<file path="config.mk">
export PLATFORM = sky130hd
export DESIGN_NAME = pipelined_mant_normalizer
export DESIGN_NICKNAME = d
export VERILOG_FILES = /design/src/rtl/pipelined_mant_normalizer_pkg.sv /design/src/rtl/pipelined_mant_normalizer_shift_level.sv /design/src/rtl/pipelined_mant_normalizer.sv
export SDC_FILE = /design/constraint.sdc
export NUM_CORES = 1
export LEC_CHECK = 0
export BUFFER_PORTS_ARGS = -buffer_cell sky130_fd_sc_hd__buf_4
export CORE_MARGIN = 5
export CORE_UTILIZATION = 50
export CTS_CLUSTER_SIZE = 12
export DETAILED_ROUTE_END_ITERATION = 12
export PLACE_DENSITY_LB_ADDON = 0.25
export RECOVER_POWER = 25
export SLEW_MARGIN = 40
export SYNTH_ARGS = -nofsm -noshare
export SYNTH_HDL_FRONTEND = slang
export SYNTH_SLANG_ARGS = --single-unit
export TNS_END_PERCENT = 100
</file>
<file path="constraint.sdc">
create_clock -name clk -period 16.1 [get_ports clk]
set_clock_uncertainty 0.05 [all_clocks]
set_input_delay 3.22 -clock clk [delete_from_list [all_inputs] [get_ports clk]]
set_output_delay 3.22 -clock clk [all_outputs]
set_load 0.03 [all_outputs]
</file>
<file path="src/rtl/pipelined_mant_normalizer_pkg.sv">
// Shared helpers for the mantissa normaliser: shift-amount width derivation and
// the mapping of shift levels onto pipeline stages.
package pipelined_mant_normalizer_pkg;

    function automatic int shift_amt_w(input int width);
        return $clog2(width);
    endfunction

    // Level j (0 = widest shift) lives in stage floor(j*stages/saw).
    function automatic int lvl_stage(input int j, input int stages, input int saw);
        return (j * stages) / saw;
    endfunction

    function automatic bit lvl_is_first(input int j, input int stages, input int saw);
        if (j == 0) return 1'b1;
        return lvl_stage(j - 1, stages, saw) != lvl_stage(j, stages, saw);
    endfunction

    function automatic int stage_last_lvl(input int s, input int stages, input int saw);
        int last;
        last = 0;
        for (int j = 0; j < saw; j++) begin
            if (lvl_stage(j, stages, saw) == s) last = j;
        end
        return last;
    endfunction

endpackage

</file>
<file path="src/rtl/pipelined_mant_normalizer_shift_level.sv">
// One combinational level of the normaliser: conditionally shifts by 2^K when the
// top 2^K bits are zero and the accumulated shift stays within the exponent limit.
module norm_shift_level
    import pipelined_mant_normalizer_pkg::*;
#(
    parameter int WIDTH = 24,
    parameter int EXP_W = 8,
    parameter int SAW   = 5,
    parameter int K     = 0
) (
    input  logic [WIDTH-1:0] cur_value,
    input  logic [SAW-1:0]   cur_sa,
    input  logic [EXP_W-1:0] lim,
    output logic [WIDTH-1:0] nxt_value,
    output logic [SAW-1:0]   nxt_sa
);

    localparam int STEP = 1 << K;
    localparam int CW   = ((EXP_W > SAW) ? EXP_W : SAW) + 1;

    logic [CW-1:0] sa_sum;
    logic          take;

    assign sa_sum    = CW'(cur_sa) + CW'(STEP);
    assign take      = (cur_value[WIDTH-1 -: STEP] == '0) && (sa_sum <= CW'(lim));
    assign nxt_value = take ? (cur_value << STEP) : cur_value;
    assign nxt_sa    = take ? SAW'(sa_sum) : cur_sa;

endmodule

</file>
<file path="src/rtl/pipelined_mant_normalizer.sv">
// Elastic pipelined leading-zero normaliser with exponent-limited shift; the
// shift levels are spread across STAGES register stages.
module pipelined_mant_normalizer
    import pipelined_mant_normalizer_pkg::*;
#(
    parameter int  WIDTH  = 24,
    parameter int  EXP_W  = 8,
    parameter int  STAGES = 2,
    localparam int SAW    = shift_amt_w(WIDTH)
) (
    input  logic             clk,
    input  logic             clrn,
    input  logic             in_valid,
    output logic             in_ready,
    input  logic [WIDTH-1:0] in_mant,
    input  logic [EXP_W-1:0] in_exp,
    output logic             out_valid,
    input  logic             out_ready,
    output logic [WIDTH-1:0] out_mant,
    output logic [EXP_W-1:0] out_exp,
    output logic [SAW-1:0]   out_sa,
    output logic             out_zero,
    output logic             out_denorm
);

    localparam int L = STAGES - 1;

    logic [STAGES-1:0] vld_p, adv;
    logic [STAGES:0]   vchain;

    logic [WIDTH-1:0] val_p  [STAGES];
    logic [SAW-1:0]   sa_p   [STAGES];
    logic [EXP_W-1:0] lim_p  [STAGES];
    logic [EXP_W-1:0] exp_p  [STAGES];
    logic             zero_p [STAGES];

    logic [WIDTH-1:0] src_val  [STAGES];
    logic [SAW-1:0]   src_sa   [STAGES];
    logic [EXP_W-1:0] src_lim  [STAGES];
    logic [EXP_W-1:0] src_exp  [STAGES];
    logic             src_zero [STAGES];
    logic [WIDTH-1:0] nv_val   [STAGES];
    logic [SAW-1:0]   nv_sa    [STAGES];

    function automatic logic [EXP_W-1:0] shift_limit(input logic [EXP_W-1:0] e);
        return (e == '0) ? '0 : e - 1'b1;
    endfunction

    function automatic logic [EXP_W-1:0] norm_exp(input logic [EXP_W-1:0] e,
                                                  input logic [SAW-1:0] sa,
                                                  input logic msb, input logic zero);
        return (zero || !msb) ? '0 : e - EXP_W'(sa);
    endfunction

    always_comb begin
        adv = '0;
        adv[L] = !vld_p[L] || out_ready;
        for (int s = L - 1; s >= 0; s--) adv[s] = !vld_p[s] || adv[s+1];
    end

    assign in_ready  = clrn && adv[0];
    assign vchain    = {vld_p, in_valid};
    assign out_valid = vld_p[L];

    for (genvar s = 0; s < STAGES; s++) begin : g_src
        localparam int LJ = stage_last_lvl(s, STAGES, SAW);
        if (s == 0) begin : g_in
            assign src_val[s]  = in_mant;
            assign src_sa[s]   = '0;
            assign src_lim[s]  = shift_limit(in_exp);
            assign src_exp[s]  = in_exp;
            assign src_zero[s] = (in_mant == '0);
        end else begin : g_reg
            assign src_val[s]  = val_p[s-1];
            assign src_sa[s]   = sa_p[s-1];
            assign src_lim[s]  = lim_p[s-1];
            assign src_exp[s]  = exp_p[s-1];
            assign src_zero[s] = zero_p[s-1];
        end
        assign nv_val[s] = g_lvl[LJ].lvl_value;
        assign nv_sa[s]  = g_lvl[LJ].lvl_sa;
    end

    for (genvar j = 0; j < SAW; j++) begin : g_lvl
        localparam int S = lvl_stage(j, STAGES, SAW);
        logic [WIDTH-1:0] cur_value, lvl_value;
        logic [SAW-1:0]   cur_sa, lvl_sa;
        if (lvl_is_first(j, STAGES, SAW)) begin : g_head
            assign cur_value = src_val[S];
            assign cur_sa    = src_sa[S];
        end else begin : g_chain
            assign cur_value = g_lvl[j-1].lvl_value;
            assign cur_sa    = g_lvl[j-1].lvl_sa;
        end
        norm_shift_level #(.WIDTH(WIDTH), .EXP_W(EXP_W), .SAW(SAW), .K(SAW - 1 - j)) u_lvl (
            .cur_value(cur_value),
            .cur_sa   (cur_sa),
            .lim      (src_lim[S]),
            .nxt_value(lvl_value),
            .nxt_sa   (lvl_sa)
        );
    end

    always_ff @(posedge clk) begin
        if (!clrn) vld_p <= '0;
        else begin
            for (int s = 0; s < STAGES; s++) begin
                if (adv[s]) vld_p[s] <= vchain[s];
            end
        end
    end

    // Stage boundaries 0..STAGES-2: intermediate value, shift so far, limit, exponent, zero flag
    always_ff @(posedge clk) begin
        for (int s = 0; s < STAGES - 1; s++) begin
            if (adv[s] && vchain[s]) begin
                val_p[s]  <= nv_val[s];
                sa_p[s]   <= nv_sa[s];
                lim_p[s]  <= src_lim[s];
                exp_p[s]  <= src_exp[s];
                zero_p[s] <= src_zero[s];
            end
        end
    end

    // Final stage boundary: encoded result registers
    always_ff @(posedge clk) begin
        if (!clrn) begin
            out_mant   <= '0;
            out_exp    <= '0;
            out_sa     <= '0;
            out_zero   <= 1'b0;
            out_denorm <= 1'b0;
        end else if (adv[L] && vchain[L]) begin
            out_mant   <= src_zero[L] ? '0 : nv_val[L];
            out_sa     <= src_zero[L] ? '0 : nv_sa[L];
            out_exp    <= norm_exp(src_exp[L], nv_sa[L], nv_val[L][WIDTH-1], src_zero[L]);
            out_zero   <= src_zero[L];
            out_denorm <= !src_zero[L] && !nv_val[L][WIDTH-1];
        end
    end

endmodule

</file>
==> flow_results.org, run 1 <==
** Status
- Status :: complete, but fails checks
- The final reports fail on max-capacitance violations, max-slew violations.

** Power and ir drop
- Sw Pwr :: 0.130 mW
- The clock network burns 30.7% of the power.
- Share of total power in sequential cells :: 51.9%
- Power density normalized to cell area :: 88.8 nW/um^2
- Of the total power, the share spent switching nets is 27.2%.
- VDD sags by at most 0.0000335 V.
- Summed over all cells, the static leakage comes to 2.16 nW.
- In this run, the combinational gates consume 17.3% of the power.
- Internal power component :: 0.348 mW

** Min path
- The worst hold path belongs to the class reg2reg.

** Floorplan
- Width of the die :: 106 um
- Die area :: 11200 um^2
- After floorplanning, the core was divided into 35 placement rows.
- During I/O placement, the number of pins put on the boundary was 77.
- Core box area :: 9110 um^2
- Starting density of the core :: 50.5%
- Vertical die dimension :: 106 um

** Drt
- WL met2 :: 5170 um
- Before antenna repair, the detailed router went through 5 iterations.
- Detailed-route wire length on metal 1 :: 5360 um
- Average detailed-routed wire length per instance :: 17.9 um
- The final layout contains routed wiring with a total length of 11500 um.
- The routed layout has 3825 vias.
- Uppermost layer routed :: met4
- Residual antenna-violating net count after detailed routing :: 0
- The detailed router finished its first iteration with 210 violations.
- Vias/cell :: 5.98
- The routed design uses 717 um of met3 wire.
- Number of remaining DRC errors :: 0

** CTS
- Post-CTS timing repair inserted 0 buffers for setup.
- Cts repair resizes :: 0
- Clock latency of the later-clocked register in the worst-skew pair :: 0.35 ns
- Clock tree from TritonCTS :: done
- The H-tree was split into 3 levels.
- CTS placed an instance of sky130_fd_sc_hd__clkbuf_8 at the clock tree root.
- After clock tree synthesis, the flow added hold-fix buffers numbering 0.
- Number of buffers inserted during clock tree synthesis :: 9
- Post-CTS clock slew at the launch and capture registers of the worst setup and hold paths :: 0.08 ns
- The clock net in this run drives a total of 85 sinks.
- The clock passes through at most 2 buffers.

** Finish
- Share of cells above drive strength 1 :: 19.3%
- The final layout contains 573 nets.
- For this run, the number of standard cells in the final layout without fillers is 640.
- Most common library cell in the layout ignoring fill and taps :: sky130_fd_sc_hd__buf_4
- Compared with the post-synthesis result, the final layout area differs by 17.2%.
- In the layout the commonest cells are 69 x sky130_fd_sc_hd__buf_4, 59 x sky130_fd_sc_hd__nand2_1, 44 x sky130_fd_sc_hd__edfxtp_1.
- Final antenna diode count :: 0
- Fill cell count :: 797
- Fin area :: 5390 um^2

** Timing
- Final worst-path setup slack :: 6.67 ns
- The total count of hold-check failures in the final report is 0.
- For the finished layout, the period the worst path requires is 9.43 ns.
- Of the available clock period, the critical path in the final layout requires 58.6%.
- Worst hold margin :: 0.411 ns
- Timing would allow up to 106 MHz.
- Total count of max-transition violations in the final report :: 45
- Endpoints failing setup :: 0
- Headroom to the max-slew limit came out at -85.1%.
- Setup repair after global routing left no endpoint under its margin.
- Final-layout setup total negative slack :: 0 ns
- Transition time at the pin with the least slew margin :: 2.78 ns

** Critical path
- At the worst endpoint, the arrival time is 9.48 ns.
- CP most frequent cell :: sky130_fd_sc_hd__ha_1
- Walking the worst path, the cells encountered are clkbuf_1 -> inv_1 -> ha_1 -> or4b_1 -> a221o_1 -> a21o_1 -> o21ai_2 -> inv_1 -> ha_1 -> nand3_1 -> o21a_1 -> a211o_1 -> nor3_2 -> o31ai_4 -> inv_2 -> ha_1 -> a41oi_1 -> o21ba_2 -> o21ai_1 -> or4_4 -> inv_2 -> mux2_2.
- Nature of the critical path startpoint :: primary input
- Peak fanout along the critical path :: 13
- Max incr delay on CP :: 0.70 ns
- Category of the critical setup timing path :: in2reg
- CP bufs+invs :: 5
- Among all stages on the critical path, the largest delay is contributed by sky130_fd_sc_hd__or4_4.
- Cell family with most CP delay :: compound AO/OA/AOI/OAI gates
- The worst setup path is captured at a flop.
- STA puts the critical path data required time at 16.14 ns.

** Synth
- In this run, synthesis produced a sequential element count of 85.
- EDFF count, synth :: 44
- The Yosys step of the flow raised 0 warnings.
- The number of nets handed over by synthesis was 510.
- After synthesis the cells add up to 4600 um^2.
- Yosys mapped the design onto 67 distinct sky130hd cell types.
- Dominant register cell in the synthesized netlist :: sky130_fd_sc_hd__edfxtp_1
- Of the synthesized area, sequential elements account for 46.6%.
- Post-Syn Area per Cell :: 9.97 um^2
- Post-synth ARST share :: 0%
- Counting every instance in the synthesized netlist gives 461.

** Job
- Max-cap violations in this run came to 1.

** Global route
- Number of antenna violations at the first check in global routing :: 0
- The first global-routing pass estimated 18900 um of wire.
- The number of global-route vias before repair was 3675.
- Maximum number of pins on one net before global-route repair :: 45
- Total grt overflow :: 0
- Across every metal layer, demand over resource in global routing totals 20.9%.

** Placed design
- Pre-CTS setup slack :: 6.20 ns
- At the end of routability-driven placement, the weighted congestion stood at 0.921.
- Placed standard-cell area :: 5220 um^2
- IO buf count :: 76
- Instance count after placement with tap cells included :: 624
- The HPWL after detailed placement is 8500 um.
[worst paths after layout]
check / from / endpoint / slack, ns / cells past startpoint
setup / recovery: in_exp[0] / val_p[0][15] / 6.67 / 22
hold / removal: out_mant[23] / out_mant[23] / 0.41 / 2
setup reg to reg: sa_p[0][4] / out_exp[6] / 10.45 / 20
hold reg to reg: out_mant[23] / out_mant[23] / 0.41 / 2
[Yosys cell counts, types with 4 or more instances]
cell,count,area [um^2]
sky130_fd_sc_hd__nand2_1,59,221
sky130_fd_sc_hd__edfxtp_1,44,1320
sky130_fd_sc_hd__dfxtp_1,41,821
sky130_fd_sc_hd__mux2i_1,26,260
sky130_fd_sc_hd__o21ai_0,25,125
sky130_fd_sc_hd__inv_1,22,82.6
sky130_fd_sc_hd__nor2_1,19,71.3
sky130_fd_sc_hd__clkbuf_1,18,67.6
sky130_fd_sc_hd__a21oi_1,17,85.1
sky130_fd_sc_hd__a32o_1,14,140
sky130_fd_sc_hd__ha_1,12,150
sky130_fd_sc_hd__nor2b_1,12,75.1
sky130_fd_sc_hd__nor3_1,11,55.1
sky130_fd_sc_hd__nor4_1,8,50.1
sky130_fd_sc_hd__a221o_1,7,70.1
sky130_fd_sc_hd__a32oi_1,7,61.3
sky130_fd_sc_hd__a221oi_1,6,52.6
sky130_fd_sc_hd__and3_1,6,37.5
sky130_fd_sc_hd__nand3_1,6,30.0
sky130_fd_sc_hd__or3_1,6,37.5
sky130_fd_sc_hd__a21o_1,5,37.5
sky130_fd_sc_hd__and2_1,5,31.3
sky130_fd_sc_hd__o21a_1,5,37.5
sky130_fd_sc_hd__a22oi_1,4,30.0
sky130_fd_sc_hd__a2bb2oi_1,4,35.0
sky130_fd_sc_hd__nor3b_1,4,30.0
sky130_fd_sc_hd__xor2_1,4,35.0
[registers in the layout (all words and copies together) (netlist names)]
register / cells
out_denorm: 1
lim_p: 8
out_sa: 5
vld_p: 2
val_p: 24
out_mant: 24
sa_p: 3
zero_p: 1
out_zero: 1
exp_p: 8
out_exp: 8
[area by class of cell]
| type | instances | area (um^2) | area share, % |
|---|---|---|---|
| Multi-Input combinational cell | 326 | 2260 | 42.0 |
| Sequential cell | 85 | 2140 | 39.8 |
| Clock buffer | 13 | 181 | 3.37 |
| Inverter | 24 | 90.1 | 1.67 |
| Timing Repair Buffer | 78 | 556 | 10.3 |
| Clock inverter | 3 | 16.3 | 0.302 |
| Tap cell | 111 | 139 | 2.58 |
[layer usage]
layer,GRT usage [%],vias up
met5,0,-
met4,6.94,0
met3,3.55,17
met2,32.4,148
met1,29.6,1800
li1,-,1860
[through the flow]
step	power [mW]	utilization [%]
global route	0.500	59.1
global placement	0.335	57.3
finish	0.478	59.1
detailed placement	0.336	57.3
CTS	0.481	59.5
floorplan	0.304	-
[logic make-up (layout without fill, tap and decap cells)]
kind of cell             after synthesis  in the layout  synth area share, %
AND/OR/NAND/NOR                      152            152                 16.7
AO/OA/AOI/OAI                        125            125                 20.6
flip-flops                            85             85                 46.6
buffers and inverters                 50            118                 4.55
multiplexers                          29             29                 6.48
adder cells (fa/ha/maj)               13             13                 3.70
XOR/XNOR                               7              7                 1.33
[power groups by stage]
stage / Combinational [mW] / Clock [mW] / Sequential (mW)
6_report: 0.0829 / 0.147 / 0.248
5_1_grt: 0.0912 / 0.159 / 0.250
4_1_cts: 0.0836 / 0.150 / 0.248
3_5_place_dp: 0.0833 / 0 / 0.253
3_3_place_gp: 0.0822 / 0 / 0.253
2_1_floorplan: 0.0452 / 0 / 0.259
[worst reg2reg max path, stage by stage, from the launching register on]
cell,delay [ns]
sky130_fd_sc_hd__edfxtp_1,0.42
sky130_fd_sc_hd__ha_1,0.36
sky130_fd_sc_hd__nand3_1,0.12
sky130_fd_sc_hd__o21a_1,0.24
sky130_fd_sc_hd__a211oi_4,0.23
sky130_fd_sc_hd__buf_4,0.35
sky130_fd_sc_hd__inv_1,0.23
sky130_fd_sc_hd__ha_1,0.23
sky130_fd_sc_hd__and4b_1,0.25
sky130_fd_sc_hd__a211oi_1,0.06
sky130_fd_sc_hd__o21ai_1,0.59
sky130_fd_sc_hd__a21o_1,0.42
sky130_fd_sc_hd__inv_1,0.48
sky130_fd_sc_hd__ha_1,0.39
sky130_fd_sc_hd__fa_1,0.41
sky130_fd_sc_hd__inv_1,0.07
sky130_fd_sc_hd__a21oi_1,0.06
sky130_fd_sc_hd__o21bai_1,0.20
sky130_fd_sc_hd__a211oi_1,0.13
sky130_fd_sc_hd__xnor2_1,0.13
sky130_fd_sc_hd__o21ai_0,0.17
No activity file was read; power rests on OpenSTA's default activity.
==> run 2: changes to the inputs <==
Settings changed: ABC_AREA set to 1.
Clock period 16.1 ns to 9.5 ns, I/O delays scaled along.
==> flow_results.org, run 2 <==
** Synth
- Among all cell types in the netlist, the one instantiated most often is sky130_fd_sc_hd__nand2_1.
- Area share of the leading cell type in the synthesized netlist :: 27.7% (-1.0 points)
- EDFF count, synth :: 44 (unchanged)
- sky130_fd_sc_hd__edfxtp_1 takes more of the synthesized area than any other cell.
- The number of distinct library cells after synthesis is 43 (-36%).
- Among all flip-flop cells after synthesis, the most frequent one is sky130_fd_sc_hd__edfxtp_1.
- Post-Syn Area per Cell :: 7.55 um^2 (-24%)
- Synthesized netlist cell count :: 631 (+37%)
- Most numerous cell types in the synthesized netlist :: 209 x sky130_fd_sc_hd__nand2_1, 89 x sky130_fd_sc_hd__inv_1, 44 x sky130_fd_sc_hd__edfxtp_1, 41 x sky130_fd_sc_hd__dfxtp_1, 40 x sky130_fd_sc_hd__nand3_1
- The post-synthesis net count is 680 (+33%).
- The number of warnings issued by yosys came to 0 (unchanged).
- Sequential area share after synthesis :: 44.9% (-1.7 points)
- Main area contributors after synthesis :: sky130_fd_sc_hd__edfxtp_1 28%, sky130_fd_sc_hd__dfxtp_1 17%, sky130_fd_sc_hd__nand2_1 16%
- The synthesized area is 4770 um^2 (+3.7%).
- Flip-flop and latch count after synthesis :: 85 (unchanged)
- The proportion of synthesized flip-flops having asynchronous set or reset came to 0% (unchanged).

** Floorplan
- Die area :: 11600 um^2 (+3.3%)
- Starting density of the core :: 51.3% (+0.87 points)
- The overall die width came to 108 um (+1.6%).
- Count of standard-cell rows :: 35 (unchanged)
- Core box area :: 9280 um^2 (+1.9%)
- The die height is 108 um (+1.6%).
- The I/O pin total is 77 (unchanged).

** Power and ir drop
- Share of total power in sequential cells :: 50.9% (-1.0 points)
- Sw Pwr :: 0.220 mW (+69%)
- Max IR drop VDD :: 0.0000641 V (+91%)
- The cell internal power dissipation is 0.599 mW (+72%).
- Switching part of the total power :: 26.8% (-0.34 points)
- Share of power burned in the clock network :: 32.5% (+1.8 points)
- Combinational share of power :: 16.6% (-0.7 points)
- Leakage power total :: 2.58 nW (+20%)
- The power density relative to cell area was 150 nW/um^2 (+69%).

** Global route
- Wire length of the first global-routing pass :: 18000 um (-4.7%)
- The number of global-route vias before repair came to 4020 (+9.4%).
- The overall fraction of global-route tracks in use is 19.0% (-1.8 points).
- The initial antenna violation count is 0 (unchanged).
- The pin count of the biggest net entering global routing was 45 (unchanged).
- The total congestion overflow came to 0 (unchanged).

** Drt
- The final routed wirelength across all metal layers came to 10700 um (-6.8%).
- Average detailed-routed wire length per instance :: 12.8 um (-28%)
- Initial DRT Pass Iterations :: 5 (unchanged)
- The DRC marker count from the first detailed-route iteration is 226 (+7.6%).
- Number of remaining DRC errors :: 0 (unchanged)
- Vias/cell :: 5.06 (-15%)
- The overall via count from detail_route came to 4208 (+10%).
- The remaining number of nets flagged by the antenna check after routing is 0 (unchanged).

** Critical path
- Crit path capture type :: flop
- Nature of the critical path startpoint :: primary input
- The slowest stage of the critical path belongs to the cell sky130_fd_sc_hd__nor2_4.
- The critical path in this run is classified as in2reg.
- The required time reported for the critical path endpoint was 9.55 ns (-6.59 ns).
- The most numerous cell type found on the critical path is sky130_fd_sc_hd__nand3_1.
- Start of the worst register-to-register path :: sa_p[0][4]
- Start point of the critical path :: in_exp[0]
- Max incr delay on CP :: 0.38 ns (-0.32 ns)
- Critical path data arrival time :: 5.95 ns (-3.53 ns)
- The biggest fanout along the worst timing path is 21 (+8).

** Finish
- Relative to the synthesized area, the layout overhead comes to 14.8%.
- The top cell types in the final layout, fill and taps aside, are 210 x sky130_fd_sc_hd__nand2_1, 90 x sky130_fd_sc_hd__inv_1, 44 x sky130_fd_sc_hd__edfxtp_1.
- Final Net Count :: 747 (+30%)
- The number of diodes was 0 (unchanged).
- In the final layout, the registers with the most flip-flops are out_mant (24), val_p (24).
- Leaving out fill and tap cells, the most frequent cell in the layout is sky130_fd_sc_hd__nand2_1.
- Fill cell count :: 916 (+15%)
- The share of final-layout standard cells stronger than drive strength 1 is 11.4% (-7.9 points).

** CTS
- The post-CTS setup buffer count came to 0 (unchanged).
- The maximum number of buffers from clock root to sink is 2 (unchanged).
- In this run the clock root is driven by a sky130_fd_sc_hd__clkbuf_8.
- Cts repair resizes :: 0 (unchanged)
- H-Tree Level Count :: 3 (unchanged)
- The clock-pin slew reported for the worst setup and hold paths after clock tree synthesis is 0.08 ns (about the same).
- The clock buffer count from CTS is 9 (unchanged).
- Clock tree from TritonCTS :: done
- The CTS sink count is 85 (unchanged).
- Clock latency of the later-clocked register in the worst-skew pair :: 0.34 ns (about the same)
- Post-CTS Hold Fix Bufs :: 0 (unchanged)

** Timing
- The final count of pins violating max slew was 0 (-100%).
- The worst slew margin relative to its limit was 35.2% (+120 points).
- Ratio of final minimum period to clock period :: 62.1%
- The total negative slack for setup checks was 0 ns (unchanged).
- Unrepaired setup endpoints after global routing :: false
- Static timing analysis puts the maximum clock frequency at 169 MHz.
- The setup slack after layout came to 3.60 ns (-3.07 ns).
- The total count of hold-check failures in the final report came to 0 (unchanged).
- The transition at the pin with the smallest max-transition slack is 0.972 ns (-1.80 ns).
- Endpoints failing setup :: 0 (unchanged)
- Post-route minimum period :: 5.90 ns

** Placed design
- The number of I/O port buffers was 76 (unchanged).
- The weighted congestion at the end of routability-driven global placement came to 0.865 (-6.1%).
- The minimum setup slack after placement is 3.24 ns (-2.96 ns).
- The HPWL after detailed placement came to 8360 um (-1.6%).

** Min path
- The worst hold path begins at out_denorm.
- Classification of the worst-slack hold path :: reg2reg

** Job
- Max-capacitance violation count :: 0 (-1)

** Status
- Status :: finished clean
## run 2: cell types whose count changed after synthesis, sizes merged, moves of 14 or more
cell,change
nand2,+159
inv,+67
nand3,+35
nor2,+27
mux2i,-25
a32o,-14
## run 2: through the flow
| step | cells | total power, mW | hold slack, ns | area [um^2] | utilization (%) |
|---|---|---|---|---|---|
| after floorplan | 631 | 0.518 | 0.456 | 4770 | - |
| after global routing | 832 | 0.860 | 0.439 | 5470 | 58.9 |
| after CTS | 832 | 0.830 | 0.422 | 5620 | 60.5 |
| after detailed placement | 816 | 0.567 | 0.410 | 5410 | 58.3 |
| final | 832 | 0.819 | 0.421 | 5470 | 58.9 |
| after global placement | 816 | 0.563 | 0.405 | 5410 | 58.3 |
## run 2: path summary, 6_finish.rpt
kind / slack, ns / depth (start not counted) / end
worst max-delay path: 3.60 / 28 / val_p[0][2]
worst min register to register: 0.42 / 2 / out_denorm
worst min-delay path: 0.42 / 2 / out_denorm
worst max register to register: 5.09 / 22 / out_exp[7]
## run 2: per-layer routing
| layer | share of wire (%) | track usage (%) | up-vias |
|---|---|---|---|
| li1 | - | - | 2176 |
| met3 | 5.6 | 2.22 | 22 |
| met4 | 2.7 | 9.02 | 0 |
| met5 | 0 | 0 | - |
| met1 | 48 | 26.7 | 1869 |
| met2 | 43 | 29.3 | 141 |
## run 2: power groups by stage
stage / logic, mW / registers (mW) / clock network, mW
after floorplan: 0.0806 / 0.438 / 0
after global placement: 0.138 / 0.425 / 0
after detailed placement: 0.142 / 0.425 / 0
after CTS: 0.142 / 0.417 / 0.271
after global routing: 0.153 / 0.419 / 0.288
final: 0.136 / 0.417 / 0.266
## run 2: cell families (layout without fill, tap and decap cells)
kind of cell / Yosys count / in the layout / share of synthesized area [%]
adder cells (fa/ha/maj): 13 / 13 / 3.57
XOR/XNOR: 6 / 6 / 1.10
AO/OA/AOI/OAI: 87 / 87 / 10.8
multiplexers: 1 / 1 / 0.210
AND/OR/NAND/NOR: 326 / 326 / 30.0
flip-flops: 85 / 85 / 44.9
buffers and inverters: 113 / 185 / 9.32
## run 2: worst max-delay path, delay by kind of cell
| kind | cells | cell delay, ns |
|---|---|---|
| buffers and inverters | 5 | 0.68 |
| AND/OR/NAND/NOR | 17 | 2.23 |
| adder cells (fa/ha/maj) | 3 | 0.83 |
| AO/OA/AOI/OAI | 3 | 0.29 |
## run 2: layout make-up
class | count | area (um^2) | area share [%]
multi-input cells | 433 | 2180 | 39.8
flip-flops and latches | 85 | 2140 | 39.2
repair buffers | 78 | 439 | 8.03
inverters | 91 | 342 | 6.25
well taps | 129 | 161 | 2.95
clock buffers | 11 | 131 | 2.40
clock inverters | 5 | 76.3 | 1.40
